### src/rtl/alu_arbiter_if.sv
// Handshake bundle between two ALU requesters, the arbiter, and the shared ALU.
// slave = arbiter view; master = requesters plus ALU view.
interface alu_arbiter_if #(
  parameter int DATA_W = 32,
  parameter int OP_W   = 5,
  parameter int SH_W   = 5
);
  logic              req0_valid;
  logic              req0_ready;
  logic [DATA_W-1:0] req0_srca;
  logic [DATA_W-1:0] req0_srcb;
  logic [SH_W-1:0]   req0_shamt;
  logic [OP_W-1:0]   req0_alu_op;

  logic              req1_valid;
  logic              req1_ready;
  logic [DATA_W-1:0] req1_srca;
  logic [DATA_W-1:0] req1_srcb;
  logic [SH_W-1:0]   req1_shamt;
  logic [OP_W-1:0]   req1_alu_op;

  logic [DATA_W-1:0] alu_srca;
  logic [DATA_W-1:0] alu_srcb;
  logic [SH_W-1:0]   alu_shamt;
  logic [OP_W-1:0]   alu_op;
  logic [DATA_W-1:0] alu_result;
  logic              alu_overflow;

  logic              rsp0_valid;
  logic              rsp0_ready;
  logic [DATA_W-1:0] rsp0_result;
  logic              rsp0_overflow;

  logic              rsp1_valid;
  logic              rsp1_ready;
  logic [DATA_W-1:0] rsp1_result;
  logic              rsp1_overflow;

  modport slave (
    input  req0_valid, req0_srca, req0_srcb, req0_shamt, req0_alu_op,
    output req0_ready,
    input  req1_valid, req1_srca, req1_srcb, req1_shamt, req1_alu_op,
    output req1_ready,
    output alu_srca, alu_srcb, alu_shamt, alu_op,
    input  alu_result, alu_overflow,
    output rsp0_valid, rsp0_result, rsp0_overflow,
    input  rsp0_ready,
    output rsp1_valid, rsp1_result, rsp1_overflow,
    input  rsp1_ready
  );

  modport master (
    output req0_valid, req0_srca, req0_srcb, req0_shamt, req0_alu_op,
    input  req0_ready,
    output req1_valid, req1_srca, req1_srcb, req1_shamt, req1_alu_op,
    input  req1_ready,
    input  alu_srca, alu_srcb, alu_shamt, alu_op,
    output alu_result, alu_overflow,
    input  rsp0_valid, rsp0_result, rsp0_overflow,
    output rsp0_ready,
    input  rsp1_valid, rsp1_result, rsp1_overflow,
    output rsp1_ready
  );
endinterface

### src/rtl/alu_arbiter.sv
// Round-robin arbiter sharing one combinational ALU between two requesters,
// with a single registered response slot returned to the granted requester.
module alu_arbiter #(
  parameter int DATA_W = 32
) (
  input  logic         i_clk,
  input  logic         i_reset,
  alu_arbiter_if.slave io_bus
);

  logic              r_slot_valid;
  logic              r_slot_owner;
  logic [DATA_W-1:0] r_slot_result;
  logic              r_slot_ovf;
  logic              r_rr_ptr;

  logic w_owner_ready;
  logic w_can_accept;
  logic w_gnt_any;
  logic w_gnt_id;
  logic w_sel1;

  assign w_owner_ready = r_slot_owner ? io_bus.rsp1_ready : io_bus.rsp0_ready;
  // Drain and refill in the same cycle keeps throughput at one op per cycle.
  assign w_can_accept  = ~i_reset & (~r_slot_valid | w_owner_ready);

  always_comb begin
    w_gnt_any = 1'b0;
    w_gnt_id  = 1'b0;
    if (w_can_accept) begin
      if (io_bus.req0_valid & io_bus.req1_valid) begin
        w_gnt_any = 1'b1;
        w_gnt_id  = r_rr_ptr;
      end else if (io_bus.req0_valid) begin
        w_gnt_any = 1'b1;
        w_gnt_id  = 1'b0;
      end else if (io_bus.req1_valid) begin
        w_gnt_any = 1'b1;
        w_gnt_id  = 1'b1;
      end
    end
  end

  assign io_bus.req0_ready = w_gnt_any & ~w_gnt_id;
  assign io_bus.req1_ready = w_gnt_any &  w_gnt_id;

  // Idle ALU inputs follow requester 0 so they are never undriven.
  assign w_sel1           = w_gnt_any & w_gnt_id;
  assign io_bus.alu_srca  = w_sel1 ? io_bus.req1_srca   : io_bus.req0_srca;
  assign io_bus.alu_srcb  = w_sel1 ? io_bus.req1_srcb   : io_bus.req0_srcb;
  assign io_bus.alu_shamt = w_sel1 ? io_bus.req1_shamt  : io_bus.req0_shamt;
  assign io_bus.alu_op    = w_sel1 ? io_bus.req1_alu_op : io_bus.req0_alu_op;

  always_ff @(posedge i_clk or posedge i_reset) begin
    if (i_reset) begin
      r_slot_valid  <= 1'b0;
      r_slot_owner  <= 1'b0;
      r_slot_result <= '0;
      r_slot_ovf    <= 1'b0;
      r_rr_ptr      <= 1'b0;
    end else if (w_gnt_any) begin
      r_slot_valid  <= 1'b1;
      r_slot_owner  <= w_gnt_id;
      r_slot_result <= io_bus.alu_result;
      r_slot_ovf    <= io_bus.alu_overflow;
      r_rr_ptr      <= ~w_gnt_id;
    end else if (r_slot_valid & w_owner_ready) begin
      r_slot_valid  <= 1'b0;
    end
  end

  assign io_bus.rsp0_valid    = r_slot_valid & ~r_slot_owner;
  assign io_bus.rsp1_valid    = r_slot_valid &  r_slot_owner;
  assign io_bus.rsp0_result   = r_slot_result;
  assign io_bus.rsp1_result   = r_slot_result;
  assign io_bus.rsp0_overflow = r_slot_ovf;
  assign io_bus.rsp1_overflow = r_slot_ovf;

endmodule

### src/flat_wrapper.sv
// flat-port wrapper written by rule: the top's interface ports become plain ports
module alu_arbiter_flat 
#(
  parameter int DATA_W = 32
)
  (i_clk, i_reset, io_bus_req0_valid, io_bus_req0_srca, io_bus_req0_srcb, io_bus_req0_shamt, io_bus_req0_alu_op, io_bus_req0_ready, io_bus_req1_valid, io_bus_req1_srca, io_bus_req1_srcb, io_bus_req1_shamt, io_bus_req1_alu_op, io_bus_req1_ready, io_bus_alu_srca, io_bus_alu_srcb, io_bus_alu_shamt, io_bus_alu_op, io_bus_alu_result, io_bus_alu_overflow, io_bus_rsp0_valid, io_bus_rsp0_result, io_bus_rsp0_overflow, io_bus_rsp0_ready, io_bus_rsp1_valid, io_bus_rsp1_result, io_bus_rsp1_overflow, io_bus_rsp1_ready);
  alu_arbiter_if #(.DATA_W(DATA_W), .OP_W(5), .SH_W(5)) io_bus_i ();
  input  logic i_clk;
  input  logic i_reset;
  input wire logic [$bits(io_bus_i.req0_valid)-1:0] io_bus_req0_valid;
  input wire logic [$bits(io_bus_i.req0_srca)-1:0] io_bus_req0_srca;
  input wire logic [$bits(io_bus_i.req0_srcb)-1:0] io_bus_req0_srcb;
  input wire logic [$bits(io_bus_i.req0_shamt)-1:0] io_bus_req0_shamt;
  input wire logic [$bits(io_bus_i.req0_alu_op)-1:0] io_bus_req0_alu_op;
  output wire logic [$bits(io_bus_i.req0_ready)-1:0] io_bus_req0_ready;
  input wire logic [$bits(io_bus_i.req1_valid)-1:0] io_bus_req1_valid;
  input wire logic [$bits(io_bus_i.req1_srca)-1:0] io_bus_req1_srca;
  input wire logic [$bits(io_bus_i.req1_srcb)-1:0] io_bus_req1_srcb;
  input wire logic [$bits(io_bus_i.req1_shamt)-1:0] io_bus_req1_shamt;
  input wire logic [$bits(io_bus_i.req1_alu_op)-1:0] io_bus_req1_alu_op;
  output wire logic [$bits(io_bus_i.req1_ready)-1:0] io_bus_req1_ready;
  output wire logic [$bits(io_bus_i.alu_srca)-1:0] io_bus_alu_srca;
  output wire logic [$bits(io_bus_i.alu_srcb)-1:0] io_bus_alu_srcb;
  output wire logic [$bits(io_bus_i.alu_shamt)-1:0] io_bus_alu_shamt;
  output wire logic [$bits(io_bus_i.alu_op)-1:0] io_bus_alu_op;
  input wire logic [$bits(io_bus_i.alu_result)-1:0] io_bus_alu_result;
  input wire logic [$bits(io_bus_i.alu_overflow)-1:0] io_bus_alu_overflow;
  output wire logic [$bits(io_bus_i.rsp0_valid)-1:0] io_bus_rsp0_valid;
  output wire logic [$bits(io_bus_i.rsp0_result)-1:0] io_bus_rsp0_result;
  output wire logic [$bits(io_bus_i.rsp0_overflow)-1:0] io_bus_rsp0_overflow;
  input wire logic [$bits(io_bus_i.rsp0_ready)-1:0] io_bus_rsp0_ready;
  output wire logic [$bits(io_bus_i.rsp1_valid)-1:0] io_bus_rsp1_valid;
  output wire logic [$bits(io_bus_i.rsp1_result)-1:0] io_bus_rsp1_result;
  output wire logic [$bits(io_bus_i.rsp1_overflow)-1:0] io_bus_rsp1_overflow;
  input wire logic [$bits(io_bus_i.rsp1_ready)-1:0] io_bus_rsp1_ready;
  assign io_bus_i.req0_valid = io_bus_req0_valid;
  assign io_bus_i.req0_srca = io_bus_req0_srca;
  assign io_bus_i.req0_srcb = io_bus_req0_srcb;
  assign io_bus_i.req0_shamt = io_bus_req0_shamt;
  assign io_bus_i.req0_alu_op = io_bus_req0_alu_op;
  assign io_bus_req0_ready = io_bus_i.req0_ready;
  assign io_bus_i.req1_valid = io_bus_req1_valid;
  assign io_bus_i.req1_srca = io_bus_req1_srca;
  assign io_bus_i.req1_srcb = io_bus_req1_srcb;
  assign io_bus_i.req1_shamt = io_bus_req1_shamt;
  assign io_bus_i.req1_alu_op = io_bus_req1_alu_op;
  assign io_bus_req1_ready = io_bus_i.req1_ready;
  assign io_bus_alu_srca = io_bus_i.alu_srca;
  assign io_bus_alu_srcb = io_bus_i.alu_srcb;
  assign io_bus_alu_shamt = io_bus_i.alu_shamt;
  assign io_bus_alu_op = io_bus_i.alu_op;
  assign io_bus_i.alu_result = io_bus_alu_result;
  assign io_bus_i.alu_overflow = io_bus_alu_overflow;
  assign io_bus_rsp0_valid = io_bus_i.rsp0_valid;
  assign io_bus_rsp0_result = io_bus_i.rsp0_result;
  assign io_bus_rsp0_overflow = io_bus_i.rsp0_overflow;
  assign io_bus_i.rsp0_ready = io_bus_rsp0_ready;
  assign io_bus_rsp1_valid = io_bus_i.rsp1_valid;
  assign io_bus_rsp1_result = io_bus_i.rsp1_result;
  assign io_bus_rsp1_overflow = io_bus_i.rsp1_overflow;
  assign io_bus_i.rsp1_ready = io_bus_rsp1_ready;
  alu_arbiter #(.DATA_W(DATA_W)) u_core (.i_clk(i_clk), .i_reset(i_reset), .io_bus(io_bus_i));
endmodule
### config.mk
export PLATFORM = sky130hd
export DESIGN_NAME = alu_arbiter_flat
export DESIGN_NICKNAME = d
export VERILOG_FILES = /design/src/rtl/alu_arbiter_if.sv /design/src/rtl/alu_arbiter.sv /design/src/flat_wrapper.sv
export SDC_FILE = /design/constraint.sdc
export NUM_CORES = 1
export LEC_CHECK = 0
export ABC_AREA = 1
export CAP_MARGIN = 20
export CORE_AREA = 2 2 129 131
export CTS_CLUSTER_DIAMETER = 30
export DETAILED_ROUTE_END_ITERATION = 6
export DIE_AREA = 0 0 131 133
export PLACE_DENSITY_LB_ADDON = 0.3
export SYNTH_ARGS = -nofsm -noshare
export SYNTH_HDL_FRONTEND = slang
export SYNTH_SLANG_ARGS = --single-unit
### constraint.sdc
create_clock -name i_clk -period 2.9 [get_ports i_clk]
set_input_delay 0.87 -clock i_clk [delete_from_list [all_inputs] [get_ports i_clk]]
set_output_delay 0.87 -clock i_clk [all_outputs]
set_load 0.01 [all_outputs]
==> results of run 1 <==
==> kinds of logic after synthesis <==
family          Yosys count  synth area share
flops                    36             0.300
simple gates            337             0.521
compound gates            1           0.00292
buf+inv                  88             0.177
==> cell usage in the layout (no fill, tap or decap), drive strengths merged <==
cell and instances:
inv 8, dlygate4sd2 1, nand4 108, nand2 224, or2 1, dfrtp 36
bufbuf 1, nand3 3, clkbuf 67, dlymetal6s2s 1, buf 63, nor2 1
clkdlybuf4s15 8, a21oi 1, clkdlybuf4s50 249, clkinv 1
==> worst register-to-register path, cell delays in order (launching register included) <==
cell	delay, ns
dfrtp_1	0.42
inv_1	0.09
nand2_2	0.07
nand3_4	0.12
buf_4	0.31
buf_4	0.35
nand3_4	0.13
buf_4	0.22
nand2_1	0.06
nand2_1	0.04
==> sequential cells by signal, summed over array words and instances, names as in the netlist <==
register	flops
u_core.r_slot_valid	1
u_core.r_rr_ptr	1
u_core.r_slot_owner	1
u_core.io_bus.rsp0_result	32
u_core.io_bus.rsp0_overflow	1
==> power breakdown <==
| group | internal, uW | switching (uW) | total [uW] |
|---|---|---|---|
| Sequential | 716 | 178 | 894 |
| Combinational | 1540 | 1290 | 2830 |
| Clock | 312 | 192 | 503 |
==> area by class of cell <==
class / instances / share of cell area
timing repair buffer: 384 / 0.555
multi-input combinational: 338 / 0.242
sequential: 36 / 0.136
tap: 220 / 0.0416
clock buffer: 6 / 0.0195
inverter: 8 / 0.00491
clock inverter: 1 / 0.000756
==> routing by layer <==
metal / wire length [um] / vias to the layer above / GRT usage
met5: 0 / - / 0
met2: 7930 / 196 / 0.306
met1: 6490 / 1956 / 0.221
li1: - / 2155 / -
met4: 245 / 0 / 0.0426
met3: 1160 / 15 / 0.0396
==> final timing paths <==
check                                                 from                                         to  slack (ns)  cells past startpoint
setup / recovery                         io_bus_req0_valid                           io_bus_alu_op[4]       -0.06                     11
hold / removal                 u_core.r_rr_ptr$_DFFE_PP0P_                u_core.r_rr_ptr$_DFFE_PP0P_        0.48                      2
setup reg to reg           u_core.r_slot_owner$_DFFE_PP0P_  u_core.io_bus.rsp0_result[26]$_DFFE_PP0P_        0.97                      9
hold reg to reg                u_core.r_rr_ptr$_DFFE_PP0P_                u_core.r_rr_ptr$_DFFE_PP0P_        0.48                      2
max in group asynchronous                          i_reset   u_core.io_bus.rsp0_result[1]$_DFFE_PP0P_        1.32                      4
min in group asynchronous                          i_reset  u_core.io_bus.rsp0_result[11]$_DFFE_PP0P_        0.65                      3
==> stage by stage <==
| stage | area (um2) | worst slack [ns] | utilization | std cells | power (uW) |
|---|---|---|---|---|---|
| detailed placement | 6460 | -0.694 | 0.399 | 968 | 3670 |
| finish | 6620 | -0.0647 | 0.409 | 993 | 4230 |
| floorplan | 3000 | 0.144 | - | 462 | 2200 |
| global placement | 6460 | -0.694 | 0.399 | 968 | 3670 |
| CTS | 6830 | -0.259 | 0.422 | 991 | 4330 |
| global route | 6620 | -0.110 | 0.409 | 993 | 4570 |
==> repair_timing <==
action | 4_1_cts | 5_1_grt
gates resized for setup | 168 | 106
cloned | 6 | 1
buffers inserted | 10 | 2
setup endpoints to repair | 76 | 74
pin swaps | 5 | 0
==> flow_metrics.env, run 1 <==
export IMPL_outcome="finished with violations"
export IMPL_violations="setup timing"
export IMPL_ctsHoldBuffers=0
export IMPL_die_width_um=131
export IMPL_min_period_ns=2.96
export IMPL_fin_skew_ns=0.00418
export IMPL_ys_warn_count=0
export IMPL_synthArstFlopShare=1.00
export IMPL_cp_end_kind="primary output"
export IMPL_drv_cap=0
export IMPL_clk_insertion_delay_late_ns=0.27
export IMPL_yosysSeqAreaShare=0.300
export IMPL_insertedDiodeCount=0
export IMPL_wl_per_cell_um=15.9
export IMPL_grt_max_degree=64
export IMPL_ir_drop_uv=259
export IMPL_coreArea_um2=16200
export IMPL_yosysTopAreaCellShare=0.300
export IMPL_grt_antenna_before_repair=0
export IMPL_fp_dieArea_um2=17400
export IMPL_syn_nets=649
export IMPL_vias=4322
export IMPL_synth_edff_count=0
export IMPL_synth_area_um2=3000
export IMPL_ioPinCount=331
export IMPL_critical_path_max_stage_delay_ns=0.16
export IMPL_cts_sinks=36
export IMPL_finalHoldViolCount=0
export IMPL_drt_total_wl_um=15800
export IMPL_std_cell_rows=47
export IMPL_synth_common_cells="nand2_1 (224), nand4_1 (108), buf_4 (41), dfrtp_1 (36), buf_2 (19)"
export IMPL_slew_viol_final=0
export IMPL_tightest_slew_ns=0.720
export IMPL_antenna_left=0
export IMPL_critPathKind="in2out"
export IMPL_grtUsageTotal=0.177
export IMPL_cpMostUsedCell="buf_6"
export IMPL_dp_final_hpwl_um=11700
export IMPL_io_buffer_count=330
export IMPL_setup_ws_ns=-0.0647
export IMPL_regArea_um2=901
export IMPL_yosys_register_bits=36
export IMPL_p_per_area_nw_per_um2=639
export IMPL_cts_made_buffers=5
export IMPL_synth_distinct_cells=14
export IMPL_drtIter0Drc=177
export IMPL_crit_chain="buf_8 -> a21oi_4 -> buf_6 -> nand3_4 -> buf_12 -> buf_16 -> buf_6 -> buf_6 -> nand2_2 -> nand2_2 -> buf_6"
export IMPL_fill_cells=1732
export IMPL_htree_levels=2
export IMPL_grt_pass1_wl_um=23900
export IMPL_dr_pass1_iters=4
export IMPL_viasPerCell=4.35
export IMPL_finalSetupTns_ns=-0.0647
export IMPL_synth_avg_cell_area_um2=6.50
export IMPL_crit_slowest_cell="buf_12"
export IMPL_drc_errors=0
export IMPL_first_global_vias=4324
export IMPL_synthFlopType="dfrtp_1"
export IMPL_cts_root_buf="clkbuf_16"
export IMPL_fin_hold_ws_ns=0.477
export IMPL_synth_top_area_cell="dfrtp_1"
export IMPL_synth_most_common_cell="nand2_1"
export IMPL_cp_num_buf_inv=7
export IMPL_worstPathMaxFanout=11
export IMPL_critical_path_top_delay_family="buffers and inverters"
export IMPL_ys_top_cells_by_area="dfrtp_1 (30%), nand2_1 (28%), nand4_1 (22%)"
export IMPL_required_ns=2.03
export IMPL_cts_tree="yes"
export IMPL_multi_input_area_um2=1610
export IMPL_syn_inst=462
export IMPL_setup_viol=1
export IMPL_fmax_ghz=0.337
export IMPL_cp_arrival_ns=2.09
export IMPL_clk_pin_slew_ns=0.05
export IMPL_max_slew_margin=0.520
export IMPL_clock_path_buffers=2
export IMPL_routabilityCongestion=0.813
export IMPL_die_y_um=133
export IMPL_critPathLaunchType="input port"
export IMPL_nets=960
export IMPL_start_util=0.186
export IMPL_area_delta_synth_final_pct=120
export IMPL_p_leak_uw=0.00322
export IMPL_hold_path_class="reg2reg"
export IMPL_overflow=0
export IMPL_fin_crit_sh=1.02
export IMPL_grt_setup_unrepaired="true"
export IMPL_drive_gt1_frac=0.185
No activity file was read; power rests on OpenSTA's default activity.
==> inputs of run 2 (changes only) <==
--- a/config.mk
+++ b/config.mk
@@ -12,6 +12,7 @@
 export DETAILED_ROUTE_END_ITERATION = 6
 export DIE_AREA = 0 0 131 133
 export PLACE_DENSITY_LB_ADDON = 0.3
+export SETUP_SLACK_MARGIN = 0.05
 export SYNTH_ARGS = -nofsm -noshare
 export SYNTH_HDL_FRONTEND = slang
 export SYNTH_SLANG_ARGS = --single-unit
==> flow_metrics.env, run 2 (synthesis gave the netlist of run 1 again) <==
export IMPL_outcome="finished with violations"
export IMPL_violations="setup timing"
export IMPL_finalHoldViolCount=0
export IMPL_fin_crit_sh=1.02
export IMPL_grt_setup_unrepaired="true"
export IMPL_tightest_slew_ns=0.721
export IMPL_grt_antenna_before_repair=0
export IMPL_fill_cells=1717
export IMPL_htree_levels=2
export IMPL_die_y_um=133
export IMPL_cpMostUsedCell="buf_6"
export IMPL_hold_path_class="reg2reg"
export IMPL_p_leak_uw=0.00328
export IMPL_max_slew_margin=0.519
export IMPL_use_met1=0.225
export IMPL_p_per_area_nw_per_um2=633
export IMPL_fmax_ghz=0.338
export IMPL_setup_viol=3
export IMPL_critPathLaunchType="input port"
export IMPL_cts_root_buf="clkbuf_16"
export IMPL_use_met3=0.0364
export IMPL_grt_max_degree=64
export IMPL_dr_pass1_iters=5
export IMPL_std_cell_rows=47
export IMPL_wl_per_cell_um=16.2
export IMPL_dp_cells=968
export IMPL_drt_total_wl_um=16200
export IMPL_layout_commonest_cell="clkdlybuf4s50_1"
export IMPL_grtUsageTotal=0.178
export IMPL_min_delay_start="u_core.r_rr_ptr$_DFFE_PP0P_"
export IMPL_clk_pin_slew_ns=0.05
export IMPL_nets=967
export IMPL_ioPinCount=331
export IMPL_cts_tree="yes"
export IMPL_drive_gt1_frac=0.214
export IMPL_cp_num_buf_inv=7
export IMPL_cp_depth=11
export IMPL_fin_hold_ws_ns=0.480
export IMPL_rrSetupSlack_ns=0.97
export IMPL_critPathKind="in2out"
export IMPL_finalNonFillerCells=1000
export IMPL_fp_dieArea_um2=17400
export IMPL_cp_arrival_ns=2.09
export IMPL_area_delta_synth_final_pct=126
export IMPL_antenna_left=0
export IMPL_whs_endpoint="u_core.r_rr_ptr$_DFFE_PP0P_"
export IMPL_drtIter0Drc=203
export IMPL_cp_end_kind="primary output"
export IMPL_ir_drop_uv=260
export IMPL_cts_sinks=36
export IMPL_grt_pass1_wl_um=24100
export IMPL_setup_ws_ns=-0.0558
export IMPL_cts_made_buffers=5
export IMPL_grt_busiest_layer="met2"
export IMPL_vias=4397
export IMPL_crit_slowest_cell="buf_12"
export IMPL_worstPathMaxFanout=5
export IMPL_ctsHoldBuffers=0
export IMPL_insertedDiodeCount=0
export IMPL_overflow=0
export IMPL_critical_path_top_delay_family="buffers and inverters"
export IMPL_clock_path_buffers=2
export IMPL_viasPerCell=4.40
export IMPL_routabilityCongestion=0.813
export IMPL_coreArea_um2=16200
export IMPL_use_met2=0.309
export IMPL_dp_slack_ns=-0.694
export IMPL_rr_startpoint="u_core.r_slot_owner$_DFFE_PP0P_"
export IMPL_reg2regPathDepth=9
export IMPL_drv_cap=0
export IMPL_start_util=0.186
export IMPL_largest_reg_flops=32
export IMPL_clk_insertion_delay_late_ns=0.27
export IMPL_die_width_um=131
export IMPL_min_period_ns=2.96
export IMPL_hold_depth=2
export IMPL_rr_endpoint="u_core.io_bus.rsp0_result[26]$_DFFE_PP0P_"
export IMPL_dp_final_hpwl_um=11700
export IMPL_critical_path_max_stage_delay_ns=0.16
export IMPL_slew_viol_final=0
export IMPL_first_global_vias=4327
export IMPL_crit_chain="buf_8 -> a21oi_4 -> buf_6 -> nand3_4 -> buf_12 -> buf_8 -> buf_6 -> buf_6 -> nand2_2 -> nand2_2 -> buf_6"
export IMPL_final_cell_mix="clkdlybuf4s50_1 (249), nand2_1 (206), nand4_1 (108)"
export IMPL_finalSetupTns_ns=-0.0935
export IMPL_drc_errors=0
export IMPL_required_ns=2.03
export IMPL_fin_skew_ns=0.00427
export IMPL_io_buffer_count=330
-- run 2: cell count changes in the layout (fill, tap and decap cells not counted), sizes merged --
cell | previous run | this run
clkdlybuf4s15 | 8 | 10
dlygate4sd2 | 1 | 0
clkbuf | 67 | 37
buf | 63 | 99
-- run 2: repair_timing --
action                                  CTS  global route
cloned                                    7             1
pin swaps                                 6             3
resized for setup                       261            85
endpoints found under the setup margin   76            71
buffers inserted                         12            10
-- run 2: final cells by class --
cell class,count,area [um2],area share
repair buffers,391,3790,0.557
multi-input cells,338,1670,0.246
flip-flops and latches,36,901,0.132
well taps,220,275,0.0405
clock buffers,6,129,0.0189
inverters,8,35.0,0.00515
clock inverters,1,5.00,0.000736
-- run 2: how the worst max path moves through the flow --
stage	startpoint	endpoint	slack [ns]
floorplan	i_reset	u_core.io_bus.rsp0_overflow$_DFFE_PP0P_	0.14
global placement	io_bus_req1_valid	io_bus_alu_srca[20]	-0.69
detailed placement	io_bus_rsp0_ready	io_bus_alu_op[0]	-0.69
CTS	io_bus_req0_valid	io_bus_alu_op[4]	-0.25
global route	io_bus_req0_valid	io_bus_alu_op[4]	-0.08
finish	io_bus_req0_valid	io_bus_alu_op[4]	-0.06
-- run 2: through the flow --
| stage | utilization | power [uW] | area [um2] |
|---|---|---|---|
| floorplan | - | 2200 | 3000 |
| global placement | 0.399 | 3670 | 6460 |
| detailed placement | 0.399 | 3670 | 6460 |
| CTS | 0.425 | 4360 | 6870 |
| global route | 0.421 | 4640 | 6800 |
| finish | 0.421 | 4300 | 6800 |
-- run 2: worst reg2reg max path: cells and delay by family, from the launching register on --
family	cells	cell delay (ns)
buffers and inverters	4	0.97
flip-flops	1	0.42
AND/OR/NAND/NOR	5	0.42
-- run 2: metal layers --
metal / routed length (um) / share of wire / vias up
li1: - / - / 2171
met1: 6600 / 0.41 / 2009
met2: 8110 / 0.50 / 200
met3: 1180 / 0.073 / 17
met4: 277 / 0.017 / 0
met5: 0 / 0 / -
-- run 2: report_power, final --
part / internal, uW / switching, uW / total (uW)
Clock: 312 / 192 / 503
Combinational: 1580 / 1320 / 2910
Sequential: 716 / 178 / 894
